File: src/rtl/mmio_bus_ctrl_pkg.sv
// Shared encodings for the MMIO bus controller: CPU command codes,
// controller FSM states and the I/O window bases.
package mmio_bus_ctrl_pkg;

    typedef enum logic [1:0] {
        M_NONE    = 2'b00,
        M_READ    = 2'b01,
        M_WRITE   = 2'b10,
        M_ILLEGAL = 2'b11
    } mem_cmd_e;

    typedef enum logic [1:0] {
        IDLE     = 2'd0,
        RAM_WAIT = 2'd1,
        DONE     = 2'd2
    } state_e;

    localparam logic [7:0] IN_BASE  = 8'h00;
    localparam logic [7:0] OUT_BASE = 8'h80;

    // True when off falls inside [base, base+n); wraps safely in 8 bits.
    function automatic logic in_window(logic [7:0] off, logic [7:0] base, int unsigned n);
        logic [7:0] rel;
        rel = off - base;
        return rel < 8'(n);
    endfunction

endpackage

File: src/rtl/mmio_bus_ctrl_sync2.sv
// Two-flop synchronizer for one asynchronous input port word.
module mmio_sync2 #(
    parameter int DATA_W = 16
) (
    input  logic              clk,
    input  logic              reset,
    input  logic [DATA_W-1:0] d_i,
    output logic [DATA_W-1:0] q_o
);

    logic [DATA_W-1:0] meta_q;
    logic [DATA_W-1:0] sync_q;

    always_ff @(posedge clk) begin
        if (reset) begin
            meta_q <= '0;
            sync_q <= '0;
        end else begin
            meta_q <= d_i;
            sync_q <= meta_q;
        end
    end

    assign q_o = sync_q;

endmodule

File: src/rtl/mmio_bus_ctrl.sv
// CPU-side MMIO controller: routes accesses to a pipelined RAM or to
// synchronized input / registered output ports, flagging bad accesses.
module mmio_bus_ctrl
    import mmio_bus_ctrl_pkg::*;
#(
    parameter int DATA_W  = 16,
    parameter int ADDR_W  = 9,
    parameter int N_IN    = 2,
    parameter int N_OUT   = 2,
    parameter int RAM_LAT = 1
) (
    input  logic                    clk,
    input  logic                    reset,
    input  logic [1:0]              mem_cmd,
    input  logic [ADDR_W-1:0]       mem_addr,
    input  logic [DATA_W-1:0]       wdata,
    output logic [DATA_W-1:0]       rdata,
    output logic                    mem_ready,
    output logic [ADDR_W-2:0]       ram_addr,
    output logic                    ram_write,
    output logic [DATA_W-1:0]       ram_din,
    input  logic [DATA_W-1:0]       ram_dout,
    input  logic [N_IN*DATA_W-1:0]  in_port,
    output logic [N_OUT*DATA_W-1:0] out_port,
    output logic                    bus_err,
    input  logic                    err_clr
);

    localparam int RA_W  = ADDR_W - 1;
    localparam int CNT_W = 2;

    state_e                       state_q, state_d;
    logic [CNT_W-1:0]             cnt_q, cnt_d;
    logic [RA_W-1:0]              addr_q, addr_d;
    logic [DATA_W-1:0]            rdata_q, rdata_d;
    logic [N_OUT-1:0][DATA_W-1:0] out_q, out_d;
    logic                         bus_err_q, bus_err_d;

    logic [N_IN-1:0][DATA_W-1:0]  in_sync;
    mem_cmd_e                     cmd;
    logic [7:0]                   io_off;
    logic                         is_io, hit_in, hit_out;
    logic [DATA_W-1:0]            in_val, out_val;
    logic                         err_evt, ram_wr_en;

    for (genvar g = 0; g < N_IN; g++) begin : g_sync
        mmio_sync2 #(.DATA_W(DATA_W)) u_sync (
            .clk   (clk),
            .reset (reset),
            .d_i   (in_port[g*DATA_W +: DATA_W]),
            .q_o   (in_sync[g])
        );
    end

    assign cmd     = mem_cmd_e'(mem_cmd);
    assign io_off  = mem_addr[7:0];
    assign is_io   = mem_addr[ADDR_W-1];
    assign hit_in  = is_io && in_window(io_off, IN_BASE, N_IN);
    assign hit_out = is_io && in_window(io_off, OUT_BASE, N_OUT);

    always_comb begin
        in_val  = '0;
        out_val = '0;
        for (int i = 0; i < N_IN; i++)
            if (io_off - IN_BASE == 8'(i)) in_val = in_sync[i];
        for (int i = 0; i < N_OUT; i++)
            if (io_off - OUT_BASE == 8'(i)) out_val = out_q[i];
    end

    always_comb begin
        state_d   = state_q;
        cnt_d     = cnt_q;
        addr_d    = addr_q;
        rdata_d   = rdata_q;
        out_d     = out_q;
        err_evt   = 1'b0;
        ram_wr_en = 1'b0;
        case (state_q)
            IDLE: begin
                if (cmd != M_NONE) begin
                    addr_d  = mem_addr[RA_W-1:0];
                    state_d = DONE;
                    case (cmd)
                        M_READ: begin
                            if (!is_io) begin
                                state_d = RAM_WAIT;
                                cnt_d   = '0;
                            end else if (hit_in) begin
                                rdata_d = in_val;
                            end else if (hit_out) begin
                                rdata_d = out_val;
                            end else begin
                                rdata_d = '0;
                                err_evt = 1'b1;
                            end
                        end
                        M_WRITE: begin
                            if (!is_io) begin
                                ram_wr_en = 1'b1;
                            end else if (hit_out) begin
                                for (int i = 0; i < N_OUT; i++)
                                    if (io_off - OUT_BASE == 8'(i)) out_d[i] = wdata;
                            end else begin
                                err_evt = 1'b1;
                            end
                        end
                        default: begin
                            rdata_d = '0;
                            err_evt = 1'b1;
                        end
                    endcase
                end
            end
            RAM_WAIT: begin
                // RAM has had RAM_LAT edges since the address was presented.
                if (cnt_q == CNT_W'(RAM_LAT - 1)) begin
                    rdata_d = ram_dout;
                    state_d = DONE;
                end else begin
                    cnt_d = cnt_q + 1'b1;
                end
            end
            DONE:    state_d = IDLE;
            default: state_d = IDLE;
        endcase
        // A fresh error wins over a simultaneous clear.
        bus_err_d = (bus_err_q & ~err_clr) | err_evt;
    end

    always_ff @(posedge clk) begin
        if (reset) begin
            state_q   <= IDLE;
            cnt_q     <= '0;
            addr_q    <= '0;
            rdata_q   <= '0;
            out_q     <= '0;
            bus_err_q <= 1'b0;
        end else begin
            state_q   <= state_d;
            cnt_q     <= cnt_d;
            addr_q    <= addr_d;
            rdata_q   <= rdata_d;
            out_q     <= out_d;
            bus_err_q <= bus_err_d;
        end
    end

    // Hold the accepted address while the RAM pipeline drains.
    assign ram_addr  = (state_q == IDLE) ? mem_addr[RA_W-1:0] : addr_q;
    assign ram_din   = wdata;
    assign ram_write = ram_wr_en & ~reset;
    assign rdata     = rdata_q;
    assign mem_ready = (state_q == DONE);
    assign out_port  = out_q;
    assign bus_err   = bus_err_q;

endmodule

File: config.mk
export PLATFORM = sky130hd
export DESIGN_NAME = mmio_bus_ctrl
export DESIGN_NICKNAME = d
export VERILOG_FILES = /design/src/rtl/mmio_bus_ctrl_pkg.sv /design/src/rtl/mmio_bus_ctrl_sync2.sv /design/src/rtl/mmio_bus_ctrl.sv
export SDC_FILE = /design/constraint.sdc
export NUM_CORES = 1
export LEC_CHECK = 0
export BUFFER_PORTS_ARGS = -buffer_cell sky130_fd_sc_hd__buf_2
export CORE_MARGIN = 8
export CORE_UTILIZATION = 50
export CTS_CLUSTER_DIAMETER = 50
export DETAILED_ROUTE_END_ITERATION = 10
export HOLD_SLACK_MARGIN = 0.05
export PLACE_DENSITY = 0.87
export SETUP_SLACK_MARGIN = 0.2
export SLEW_MARGIN = 10
export SYNTH_ARGS = -nofsm -noshare
export SYNTH_HDL_FRONTEND = slang
export SYNTH_SLANG_ARGS = --single-unit
File: constraint.sdc
create_clock -name clk -period 2.4 [get_ports clk]
set_clock_uncertainty 0.05 [all_clocks]
set_input_delay 0.24 -clock clk [delete_from_list [all_inputs] [get_ports clk]]
set_output_delay 0.24 -clock clk [all_outputs]
set_load 0.1 [all_outputs]
After elaboration in Yosys (flattened, before gate mapping)

Index checks and enable logic that the tools add are counted.

Bits in registers: 125
Input bits: 78
Output and inout port bits: 75
Word-level logic and storage cells: 80

Add/sub/neg operators: 2
$lt $le $gt $ge: 2
Equality and inequality tests: 13
Mux-type cells: 33
Bitwise gates (word level): 5
Reduce and logical (&&, ||, !) cells: 14

Operator list:

| operator                                                             | count |
|---|---|
| 16-bit two-way mux                                                   | 9 |
| 16-bit case mux with 2 select lines                                  | 2 |
| 8-bit by 1-bit == test with 1-bit output, second input constant      | 2 |
| 8-bit logical NOT                                                    | 2 |
| 8-bit by 2-bit < comparator with 1-bit output, second input constant | 2 |
| 2-bit two-way mux                                                    | 8 |
| 6-bit AND reduction                                                  | 2 |
| 1-bit two-way mux                                                    | 10 |
| 2-bit != test, second input constant                                 | 5 |
| 5-bit AND reduction                                                  | 2 |
| 8-bit two-way mux                                                    | 1 |
| 2-bit case mux with 2 select lines                                   | 2 |
| 8-bit subtractor, second input constant                              | 1 |
| 2-bit by 1-bit == test with 1-bit output, second input constant      | 2 |
| 2-bit == test, second input constant                                 | 2 |
| 2-bit logical NOT                                                    | 2 |
| 2-bit AND reduction                                                  | 2 |
| 2-bit nonzero test                                                   | 2 |
| 3-bit != test, second input constant                                 | 1 |
| 2-bit by 1-bit adder with 2-bit output, second input constant        | 1 |
| 1-bit AND                                                            | 2 |
| 1-bit logical AND                                                    | 2 |
| 2-bit by 1-bit != test with 1-bit output, second input constant      | 1 |
| 1-bit inverter                                                       | 2 |
| other kinds (2)                                                      | 2 |

Logic depth before layout (Yosys ltp)

Gate-level depths: netlist (run 1).

Depth in word-level cells: 10
Mapped depth: 7
Gate-level depth less buffers: 6

Hierarchy

From an unflattened synthesis (run 1), not the netlist that was laid out.

Cells, all modules: 456
Area, all modules: 5,148.7 µm²

By module, submodules not included:

| module        | times used | cells an instance | area an instance (µm²) | seq. area each (µm²) |
|---|---|---|---|---|
| mmio_bus_ctrl | 1          | 322               | 3,422.0                | 1,221.2 |
| mmio_sync2    | 2          | 67                | 863.3                  | 640.6 |

Worst setup path after synthesis (run 1)

OpenSTA, ideal clock, no wires.

Kind: input port to output port
From: in mem_cmd[0]
To: out ram_write
Arrival: 3.076 ns
Required time: 2.110 ns
Slack: -0.966 ns
Stages: 4
Path buffers: 0
Cells stage by stage: inv_1 ha_1 or4b_4 nor3_1

Word-level cells in the longest chain between the ends: 5
Elaborated cells between the ends (all ways): 6
Classes of those cells: eq/ne: 1; mux: 3; bitwise: 1; reduce/logical: 1

Ends and longest elaborated chain:

| item                  | RTL line             | source |
|---|---|---|
| from (decl)           | mmio_bus_ctrl.sv:14  | `input logic [1:0] mem_cmd,` |
| 2-bit == test         | mmio_bus_ctrl.sv:83  | `case (cmd)` |
| 1-bit two-way mux     | mmio_bus_ctrl.sv:83  |  |
| 1-bit two-way mux (*) | mmio_bus_ctrl.sv:80  | `if (cmd != M_NONE) begin` |
| 1-bit two-way mux (*) | mmio_bus_ctrl.sv:78  | `case (state_q)` |
| 1-bit AND (*)         | mmio_bus_ctrl.sv:151 | `assign ram_write = ram_wr_en & ~reset;` |
| to (decl)             | mmio_bus_ctrl.sv:20  | `output logic ram_write,` |

Every way passes the cells marked *; elsewhere a longest branch is shown, timed or not.

Final worst setup path (run 1)

From: reg state_q[1]
To: out ram_addr[7]

Word-level cells in the longest chain between the ends: 2

Ends and longest elaborated chain:

| item                   | RTL line             | source |
|---|---|---|
| from (decl)            | mmio_bus_ctrl.sv:32  | `state_e state_q, state_d;` |
| from (signal assigned) | mmio_bus_ctrl.sv:139 | `state_q <= state_d;` |
| 2-bit logical NOT      | mmio_bus_ctrl.sv:149 | `assign ram_addr = (state_q == IDLE) ? mem_addr[RA_W-1:0] : addr_q;` |
| 8-bit two-way mux      | mmio_bus_ctrl.sv:149 |  |
| to (decl)              | mmio_bus_ctrl.sv:19  | `output logic [ADDR_W-2:0] ram_addr,` |

No other way between the ends.

==> metrics.md, run 1 <==
| Metric | Value |
|---|---|
| Antenna violations before repair | 0 |
| Worst EP arrival | 1830 ps |
| Ports | 153 |
| Design Area, Final | 6880 um^2 |
| Fraction of layout cells with a size suffix above 1 | 34.8% |
| Critical Path Source Type | flip-flop |
| Final Cycle Share | 88.5% |
| Router iterations before antenna repair | 7 |
| Status | finished, final reports clean |
| Synth Cell Area | 4770 um^2 |
| # diodes | 0 |
| Worst slew pin tran | 717 ps |
| Fmax | 471 MHz |
| Mean Syn Cell Area | 10.9 um^2 |
| Worst-Skew Late Latency | 510 ps |
| Reg2reg path depth | 6 |
| Top delay family on crit path | flip-flops |
| Worst slew margin | 52.2% |
| Row cnt | 35 |
| FF-to-FF Start | state_q[1] |
| Crit-path slowest cell | dfxtp_1 |
| Vert. Die Dim | 114 um |
| Post-Syn Nets | 520 |
| Drt total wl | 13.6 mm |
| Crit path capture type | output pin |
| DRT antenna net count | 0 |
| Largest net degree at the start of global routing | 100 |
| Clock buffers created by TritonCTS | 17 |
| Power Density | 819 nW/um^2 |
| Unique cell type count in the Yosys netlist | 32 |
| WHS Endpoint | out_port[7] |
| Critical path's largest stage delay | 400 ps |
| GP Congestion | 0.847 |
| Hold Crit Class | in -> reg |
| VDD IR max | 0.518 mV |
| Bufs on Longest Clock Path | 2 |
| Routed len/inst | 17.2 um |
| Area after DPL | 5560 um^2 |
| Worst path cell trace | nor2_4, mux2_2, buf_2 |
| #FFs+latches synth | 125 |
| CORE AREA | 9240 um^2 |
| Hold Crit Depth | 2 |
| Die area | 12900 um^2 |
| Synth Area in Simple Gates | 19.4% |
| XOR/XNOR Fraction of Synth Area | 0% |
| Synth Area in Compound Gates | 4.88% |
| Detailed-route vias per instance | 5.05 |
| Tmin final | 2120 ps |
| Mux cell area share after synthesis | 16.4% |
| First-pass GRT wire length | 21.5 mm |
| Starting Density | 51.6% |
| H-Tree Level Count | 4 |
| CTS Sinks | 125 |
| Vias in the first global route | 4245 |
| Main combinational cell family by area after synthesis | simple AND/OR/NAND/NOR gates |
| Seq/Total Area, Yosys | 52.5% |
| Area of the multi-input gates | 2010 um^2 |
| Nets@finish | 727 |
| Final HPWL DP | 8.57 mm |
| Slew Viols, Final | 0 |
| Setup CP Type | reg -> out |
| Synth-to-Final Area Change | 44.1% |
| Critical path data required time | 2110 ps |
| Final setup viols | 0 |
| Adder-cell share of the synthesized area | 1.05% |
| Max Cap Violations | 0 |
| CTS tree | done |
| Synth Instances | 438 |
| Worst Min Path Start | reset |
| Residual DRC | 0 |
| Clock slew at reported path FFs | 60 ps |
| Unrepaired setup endpoints after global routing | no |
| Tot Pwr | 5630 uW |
| Chip width | 114 um |
| Register area | 2500 um^2 |
| Starting DRT DRC Count | 185 |
| DR vias | 3975 |
| Worst Path Max Fanout | 9 |
| Pleak | 0.00298 uW |
| Remaining global-route overflow | 0 |
| Final TNS setup | 0 ps |
| Worst Path Buf+Inv | 1 |
| Reg2reg end | out_port[26] |
| Yosys Warn Count | 0 |
| Overall global routing resource usage | 21.3% |
| I/O Buffers | 152 |
| Fill count | 588 |
| Root Buffer | clkbuf_8 |
| Hold Fails Final Rpt | 0 |
| Reg2Reg Setup Slack | 350 ps |
==> flip-flops by register name (all words and copies together), names as in the netlist <==
register,flops
addr_q,8
cnt_q,2
out_port,32
bus_err,1
g_sync.u_sync.meta_q,32
g_sync.u_sync.q_o,32
state_q,2
rdata,16
==> layer usage <==
layer	routed length (um)	GRT usage, %
met2	6770	35.9
met3	937	7.77
met4	490	11.9
met5	0	0
met1	5380	22.7
==> through the flow <==
| stage | util [%] | std cells | setup slack, ps | hold slack, ps |
|---|---|---|---|---|
| floorplan | - | 438 | 316 | 318 |
| global placement | 60.2 | 684 | 343 | 368 |
| detailed placement | 60.2 | 684 | 281 | 371 |
| CTS | 74.4 | 787 | 239 | 56.5 |
| global route | 74.4 | 787 | 205 | 62.5 |
| finish | 74.4 | 787 | 275 | 70.0 |
==> kinds of logic (layout without fill, tap and decap cells) <==
kind of cell               Yosys count  in the layout
AOI/OAI and AO/OA                   31             31
adders and majority gates            4              4
buffers and inverters               50            270
DFF                                125            125
muxes                               57             57
and+or+nand+nor                    171            171
==> layout by cell type, fill, tap and decap left out, drive strengths merged, types with 2 or more instances in the layout <==
cell / Yosys / layout
buf: 25 / 163
dfxtp: 125 / 125
dlygate4sd3: 0 / 70
nor2b: 67 / 67
nor2: 54 / 54
mux2i: 32 / 32
nor3: 19 / 19
nand2: 18 / 18
clkbuf: 20 / 18
mux4: 16 / 16
a221oi: 16 / 16
inv: 5 / 10
mux2: 9 / 9
a21oi: 9 / 9
ha: 4 / 4
clkinvlp: 0 / 4
nand2b: 3 / 3
clkinv: 0 / 3
nor4: 2 / 2
and3: 2 / 2
bufinv: 0 / 2
==> timing repair <==
item | 4_1_cts | 5_1_grt
cloned | 0 | 0
setup buffers | 1 | 0
gates resized for setup | 6 | 2
pin swaps | 1 | 0
hold endpoints to repair | 85 | 0
setup endpoints to repair | 9 | 3
hold buffers | 70 | 0
==> cell usage after synthesis <==
master | n | area, um^2
buf_2 | 4 | 20.0
mux2_2 | 9 | 101
ha_1 | 4 | 50.1
or3b_2 | 1 | 8.76
or4_1 | 1 | 7.51
nor4_4 | 2 | 42.5
nand2b_1 | 3 | 18.8
a211oi_1 | 1 | 7.51
inv_1 | 5 | 18.8
a22oi_1 | 1 | 7.51
or3_1 | 1 | 6.26
and3_1 | 2 | 12.5
nor3_1 | 19 | 95.1
and3b_1 | 1 | 8.76
buf_6 | 3 | 33.8
a221oi_1 | 16 | 140
nor4b_4 | 1 | 23.8
o41ai_1 | 1 | 8.76
nor2_1 | 54 | 203
buf_1 | 2 | 7.51
nand2_1 | 18 | 67.6
or4b_4 | 1 | 13.8
a21oi_1 | 9 | 45.0
buf_4 | 16 | 120
dfxtp_1 | 125 | 2500
a31oi_1 | 1 | 6.26
mux2i_1 | 32 | 320
mux4_2 | 16 | 360
nor2b_1 | 67 | 419
a2bb2oi_1 | 1 | 8.76
a31o_2 | 1 | 8.76
clkbuf_1 | 20 | 75.1
==> area by class of cell <==
class | instances | share of cell area, %
Clock inverter | 14 | 2.33
Clock buffer | 18 | 6.08
Multi-Input combinational cell | 263 | 29.3
Inverter | 5 | 0.273
Tap cell | 129 | 2.35
Sequential cell | 125 | 36.4
Timing Repair Buffer | 233 | 23.3
==> worst max-delay path by stage <==
stage,slack [ps],end,cells past startpoint,from
finish,280,ram_addr[7],3,state_q[1]
floorplan,320,ram_write,4,mem_cmd[0]
global placement,340,out_port[21],6,mem_addr[1]
global route,210,ram_addr[4],3,state_q[1]
detailed placement,280,out_port[23],6,mem_addr[1]
CTS,240,ram_write,3,state_q[0]
==> power by group <==
| group | leakage, uW | switching (uW) | internal, uW |
|---|---|---|---|
| Sequential | 0.00103 | 39.0 | 2170 |
| Clock | 0.000269 | 962 | 1500 |
| Combinational | 0.00169 | 678 | 289 |
Note: power is estimated with default switching activity, not from simulation.
==> inputs of run 2 (changes only) <==
ABC_AREA = 1   (was default)
CORE_UTILIZATION = 47   (was 50)
PLACE_DENSITY = 0.84   (was 0.87)
clock period = 1.89 ns   (was 2.4 ns; I/O delays follow)
==> metrics.md, run 2 <==
| Metric | Value |
|---|---|
| Seq/Total Area, Yosys | 47.3% |
| VDD IR max | 0.657 mV |
| Clock buffers created by TritonCTS | 17 |
| Residual DRC | 0 |
| Status | finished, final reports clean |
| Hold Fails Final Rpt | 0 |
| Clock slew at reported path FFs | 60 ps |
| Worst EP arrival | 1550 ps |
| Top delay family on crit path | buffers and inverters |
| Slew Viols, Final | 0 |
| Synth Flop Type | dfxtp_1 |
| Final HPWL DP | 10.5 mm |
| Commonest non-fill, non-tap cells in the layout | 142 x inv_1, 142 x buf_2, 123 x dfxtp_1 |
| CTS Sinks | 125 |
| Root Buffer | clkbuf_16 |
| Critical path's largest stage delay | 360 ps |
| Unique cell type count in the Yosys netlist | 25 |
| Mean Syn Cell Area | 7.20 um^2 |
| CP endpoint | ram_addr[2] |
| Crit path capture type | output pin |
| Ports | 153 |
| DR vias | 5122 |
| Final setup viols | 0 |
| Crit-path slowest cell | dfxtp_4 |
| Starting Density | 48.4% |
| Fmax | 560 MHz |
| DRT antenna net count | 0 |
| Synth Instances | 735 |
| Net Sw Frac | 32.3% |
| Logic pwr share | 21.1% |
| Reg2reg end | rdata[8] |
| WHS | 80.0 ps |
| Row cnt | 38 |
| CORE AREA | 10900 um^2 |
| Routed len/inst | 14.3 um |
| Critical Path Source Type | flip-flop |
| Final Cycle Share | 94.5% |
| Worst path cell trace | nor2_4, buf_6, buf_8, buf_6, o21ai_4, buf_12 |
| Internal power | 4930 uW |
| CTS tree | done |
| Worst slew pin tran | 521 ps |
| I/O Buffers | 152 |
| Worst Path Buf+Inv | 4 |
| Synth async-reset ratio | 0% |
| # diodes | 0 |
| Most numerous cell in the Yosys netlist | inv_1 |
| #FFs+latches synth | 125 |
| Yosys Warn Count | 0 |
| H-Tree Level Count | 4 |
| Stages on worst setup path | 6 |
| Yosys top cell by area | dfxtp_1 |
| Most frequent cell on the critical path | buf_6 |
| Drt total wl | 15.5 mm |
| Setup CP Type | reg -> out |
| Post-synth top cells | 142 x inv_1, 125 x dfxtp_1, 104 x nor2_1 |
| Hold Crit Class | in -> reg |
| Synth-to-Final Area Change | 42.6% |
| Remaining global-route overflow | 0 |
| Bufs on Longest Clock Path | 2 |
| FF-to-FF Start | state_q[0] |
| Die area | 14900 um^2 |
| First-pass GRT wire length | 24.6 mm |
| Power Density | 964 nW/um^2 |
| Synth Cell Area | 5290 um^2 |
| Max Cap Violations | 0 |
| Critical path data required time | 1650 ps |
| Psw | 2350 uW |
| Clock power share | 40.3% |
| Worst-Skew Late Latency | 410 ps |
| Worst slew margin | 65.5% |
| Synth area leaders | dfxtp_1 47%, inv_1 10%, nand3_1 7.8% |
| Post-synth top area share | 47.3% |
| Vert. Die Dim | 122 um |
| Reg2Reg Setup Slack | 240 ps |
| Antenna violations before repair | 0 |
| Place WS | 184 ps |
| Post-Syn Nets | 817 |
| GP Congestion | 0.871 |
| Unrepaired setup endpoints after global routing | yes |
| Chip width | 122 um |
| Worst Setup SP | state_q[0] |
| Largest net degree at the start of global routing | 47 |
| Nets@finish | 1011 |
| Final WS setup | 104 ps |
| Tmin final | 1790 ps |
| Pleak | 0.00361 uW |
| Worst Path Max Fanout | 6 |
| Reg2reg path depth | 9 |
| Post-synth EDFFs | 0 |
| Starting DRT DRC Count | 411 |
| Overall global routing resource usage | 20.5% |
| Detailed-route vias per instance | 4.73 |
| Vias in the first global route | 5166 |
| Sequential power share | 38.7% |
| Router iterations before antenna repair | 5 |
| Fraction of layout cells with a size suffix above 1 | 26.6% |
==> run 2: changes by cell type in the layout (fill, tap and decap cells not counted), moves of 41 or more <==
cell     before  now
o21ai_1       0   41
nor2b_1      67    0
a21oi_1       9   60
inv_1         5  142
nor2_1       53  103
nand3_1       0   82
==> run 2: repair_timing <==
item | in CTS | in global routing
hold endpoints to repair | 58 | 0
endpoints found under the setup margin | 9 | 45
hold buffers | 50 | 0
pin swaps | 1 | 1
resized for setup | 15 | 16
gates cloned | 1 | 0
buffers inserted | 9 | 0
==> run 2: worst reg2reg max path, delay by kind of cell (launching register included) <==
kind | cells | cell delay (ps)
buffers and inverters | 4 | 490
and+or+nand+nor | 3 | 400
DFF | 1 | 350
AOI/OAI and AO/OA | 2 | 250
==> run 2: power by group through the flow <==
| stage | logic (uW) | registers [uW] | clock network, uW |
|---|---|---|---|
| 2_1_floorplan | 725 | 3150 | 0 |
| 3_3_place_gp | 1340 | 2860 | 0 |
| 5_1_grt | 1620 | 2820 | 3080 |
| 4_1_cts | 1500 | 2810 | 2950 |
| 3_5_place_dp | 1350 | 2870 | 0 |
| 6_report | 1530 | 2810 | 2930 |
==> run 2: final cells by class <==
cell class	instances	area, um^2
inverters	158	598
clock buffers	18	429
fillers	853	3390
multi-input cells	399	2030
repair buffers	228	1700
well taps	140	175
clock inverters	14	109
flip-flops and latches	125	2510
==> run 2: through the flow <==
step / total power (uW) / std cells / cell area, um^2 / util [%] / setup TNS (ps)
floorplan: 3880 / 735 / 5400 / - / -472
global placement: 4200 / 990 / 6330 / 57.9 / 0
detailed placement: 4220 / 990 / 6330 / 57.9 / 0
CTS: 7260 / 1082 / 7510 / 68.6 / 0
global route: 7520 / 1082 / 7550 / 69.0 / 0
finish: 7280 / 1082 / 7550 / 69.0 / 0
==> run 2: worst min path at each step <==
stage	depth (start not counted)	slack (ps)	endpoint	from
after global placement	2	350	g_sync[1].u_sync.q_o[1]	g_sync[1].u_sync.meta_q[1]
final	3	80	addr_q[3]	mem_addr[3]
after floorplan	2	250	g_sync[0].u_sync.meta_q[0]	in_port[0]
after global routing	2	80	g_sync[0].u_sync.q_o[6]	reset
after CTS	3	60	addr_q[3]	mem_addr[3]
after detailed placement	3	340	g_sync[0].u_sync.meta_q[10]	in_port[10]
==> run 2: metal layers <==
metal	share of wire [%]	GRT usage, %
met1	41	23.3
met5	0	0
met4	2.7	8.83
met2	49	36.1
met3	6.5	4.72
==> run 2: cells by family after synthesis <==
group	synth area share, %
compound gates	12.1
flops	47.3
fa+ha+maj	0.945
simple gates	22.5
buf+inv	17.1
==> inputs of run 3 (changes only) <==
CORE_ASPECT_RATIO = 0.7   (was default)
REMOVE_ABC_BUFFERS = 1   (was default)
clock period = 1.6 ns   (was 1.89 ns; I/O delays follow)
==> metrics.md, run 3 (synthesis gave the netlist of run 2 again) <==
| Metric | Value |
|---|---|
| FF-to-FF Start | state_q[0] |
| Unrepaired setup endpoints after global routing | yes |
| Final WS setup | -193 ps |
| Worst-Skew Late Latency | 410 ps |
| Tmin final | 1790 ps |
| Nets@finish | 1031 |
| Synth-to-Final Area Change | 61.8% |
| Reg2reg path depth | 9 |
| Fraction of layout cells with a size suffix above 1 | 36.8% |
| Vias in the first global route | 5711 |
| Worst EP arrival | 2050 ps |
| Starting DRT DRC Count | 506 |
| Worst slew margin | 66.2% |
| Overall global routing resource usage | 23.7% |
| Hold Fails Final Rpt | 0 |
| Commonest non-fill, non-tap cell in the layout | inv_1 |
| Place WS | 29.8 ps |
| Crit path capture type | flip-flop |
| Most frequent cell on the critical path | nor2_4 |
| Status | finished with violations |
| Final setup viols | 44 |
| Slew Viols, Final | 0 |
| Router iterations before antenna repair | 5 |
| WHS Endpoint | addr_q[0] |
| Worst path cell trace | nor2_4, nand2_2, buf_4, buf_6, nor2_4, nand3_4, clkbuf_16, o21ai_2, a21oi_1 |
| CTS tree | done |
| Power Density | 1050 nW/um^2 |
| Final TNS setup | -5520 ps |
| Critical path data required time | 1860 ps |
| Number of placed instances with taps included | 1007 |
| Reg2reg end | out_port[3] |
| VDD IR max | 0.951 mV |
| GP Congestion | 0.837 |
| Setup CP Type | reg -> reg |
| Largest net degree at the start of global routing | 68 |
| Row cnt | 32 |
| Area of the multi-input gates | 2470 um^2 |
| Worst Path Max Fanout | 8 |
| DR vias | 5747 |
| Residual DRC | 0 |
| Bufs on Longest Clock Path | 2 |
| Reg2Reg Setup Slack | -190 ps |
| Detailed-route vias per instance | 5.15 |
| Critical path's largest stage delay | 350 ps |
| Antenna violations before repair | 0 |
| Routed len/inst | 17.5 um |
| First-pass GRT wire length | 28.2 mm |
| Failing checks | negative setup slack |
| Commonest non-fill, non-tap cells in the layout | 140 x inv_1, 122 x dfxtp_1, 94 x buf_2 |
| Max Cap Violations | 0 |
| Clock slew at reported path FFs | 60 ps |
| Crit-path slowest cell | dfxtp_4 |
| Pleak | 0.00387 uW |
| Root Buffer | clkbuf_16 |
| Fill count | 675 |
| CTS Sinks | 125 |
| DRT antenna net count | 0 |
| Vert. Die Dim | 105 um |
| WHS | 56.7 ps |
| Register area | 2510 um^2 |
| H-Tree Level Count | 4 |
| Hold Crit Depth | 3 |
| Critical Path Source Type | flip-flop |
| Die area | 15000 um^2 |
| Final HPWL DP | 10.2 mm |
| I/O Buffers | 152 |
| Hold Crit Class | in -> reg |
| Fmax | 558 MHz |
| Non-filler cells, final | 1115 |
| Worst Min Path Start | mem_addr[0] |
| Ports | 153 |
| Starting Density | 48.1% |
| CORE AREA | 11000 um^2 |
| Remaining global-route overflow | 0 |
| # diodes | 0 |
| Final Cycle Share | 112% |
| Chip width | 143 um |
| Worst slew pin tran | 510 ps |
| Clock buffers created by TritonCTS | 17 |
| Drt total wl | 19.5 mm |
## run 3: cell count changes in the layout (fill, tap and decap cells not counted), sizes merged
cell / change
dlygate4sd3: +5
clkinv: +5
buf: +8
inv: -4
clkbuf: +6
bufinv: +1
clkinvlp: -1
## run 3: final cells by class
class / count / area share [%]
inverter: 158 / 7.13
tap: 153 / 2.23
sequential: 125 / 29.3
multi-input combinational: 399 / 28.9
clock inverter: 14 / 1.42
timing repair buffer: 247 / 25.9
timing repair inverter: 1 / 0.131
clock buffer: 18 / 5.01
## run 3: how the worst max path moves through the flow
stage / start / end / cells after the start
global placement: mem_addr[4] / rdata[5] / 11
finish: state_q[0] / out_port[3] / 9
global route: state_q[0] / out_port[3] / 9
floorplan: state_q[1] / ram_write / 3
CTS: state_q[0] / ram_addr[6] / 5
detailed placement: mem_addr[4] / rdata[12] / 11
## run 3: layer usage
layer	track usage [%]	wire [um]
met3	7.45	1850
met1	27.2	7440
met4	11.3	626
met2	39.4	9550
met5	0	0
## run 3: worst max-delay path, delay by kind of cell, from the launching register on
kind / cells / cell delay, ps
compound gates: 2 / 210
buf+inv: 3 / 480
flops: 1 / 350
simple gates: 4 / 580
## run 3: repair_timing
action | in CTS | in global routing
pin swaps | 36 | 23
hold buffers | 55 | 0
gates resized for setup | 155 | 92
buffers inserted | 9 | 4
cloned | 4 | 4
hold endpoints to repair | 72 | 0
endpoints found under the setup margin | 86 | 70
## run 3: stage by stage
stage / utilization (%) / area [um^2] / total power (uW)
4_1_cts: 73.3 / 8070 / 8780
2_1_floorplan: - / 4980 / 4270
3_3_place_gp: 57.6 / 6340 / 4930
3_5_place_dp: 57.6 / 6340 / 4950
5_1_grt: 77.8 / 8570 / 9320
6_report: 77.8 / 8570 / 9020
## run 3: where the power goes
part	switching (uW)	leakage [uW]	internal [uW]
logic	1400	0.00257	704
registers	74.9	0.00103	3270
clock network	1450	0.000266	2130
total	2920	0.00387	6100
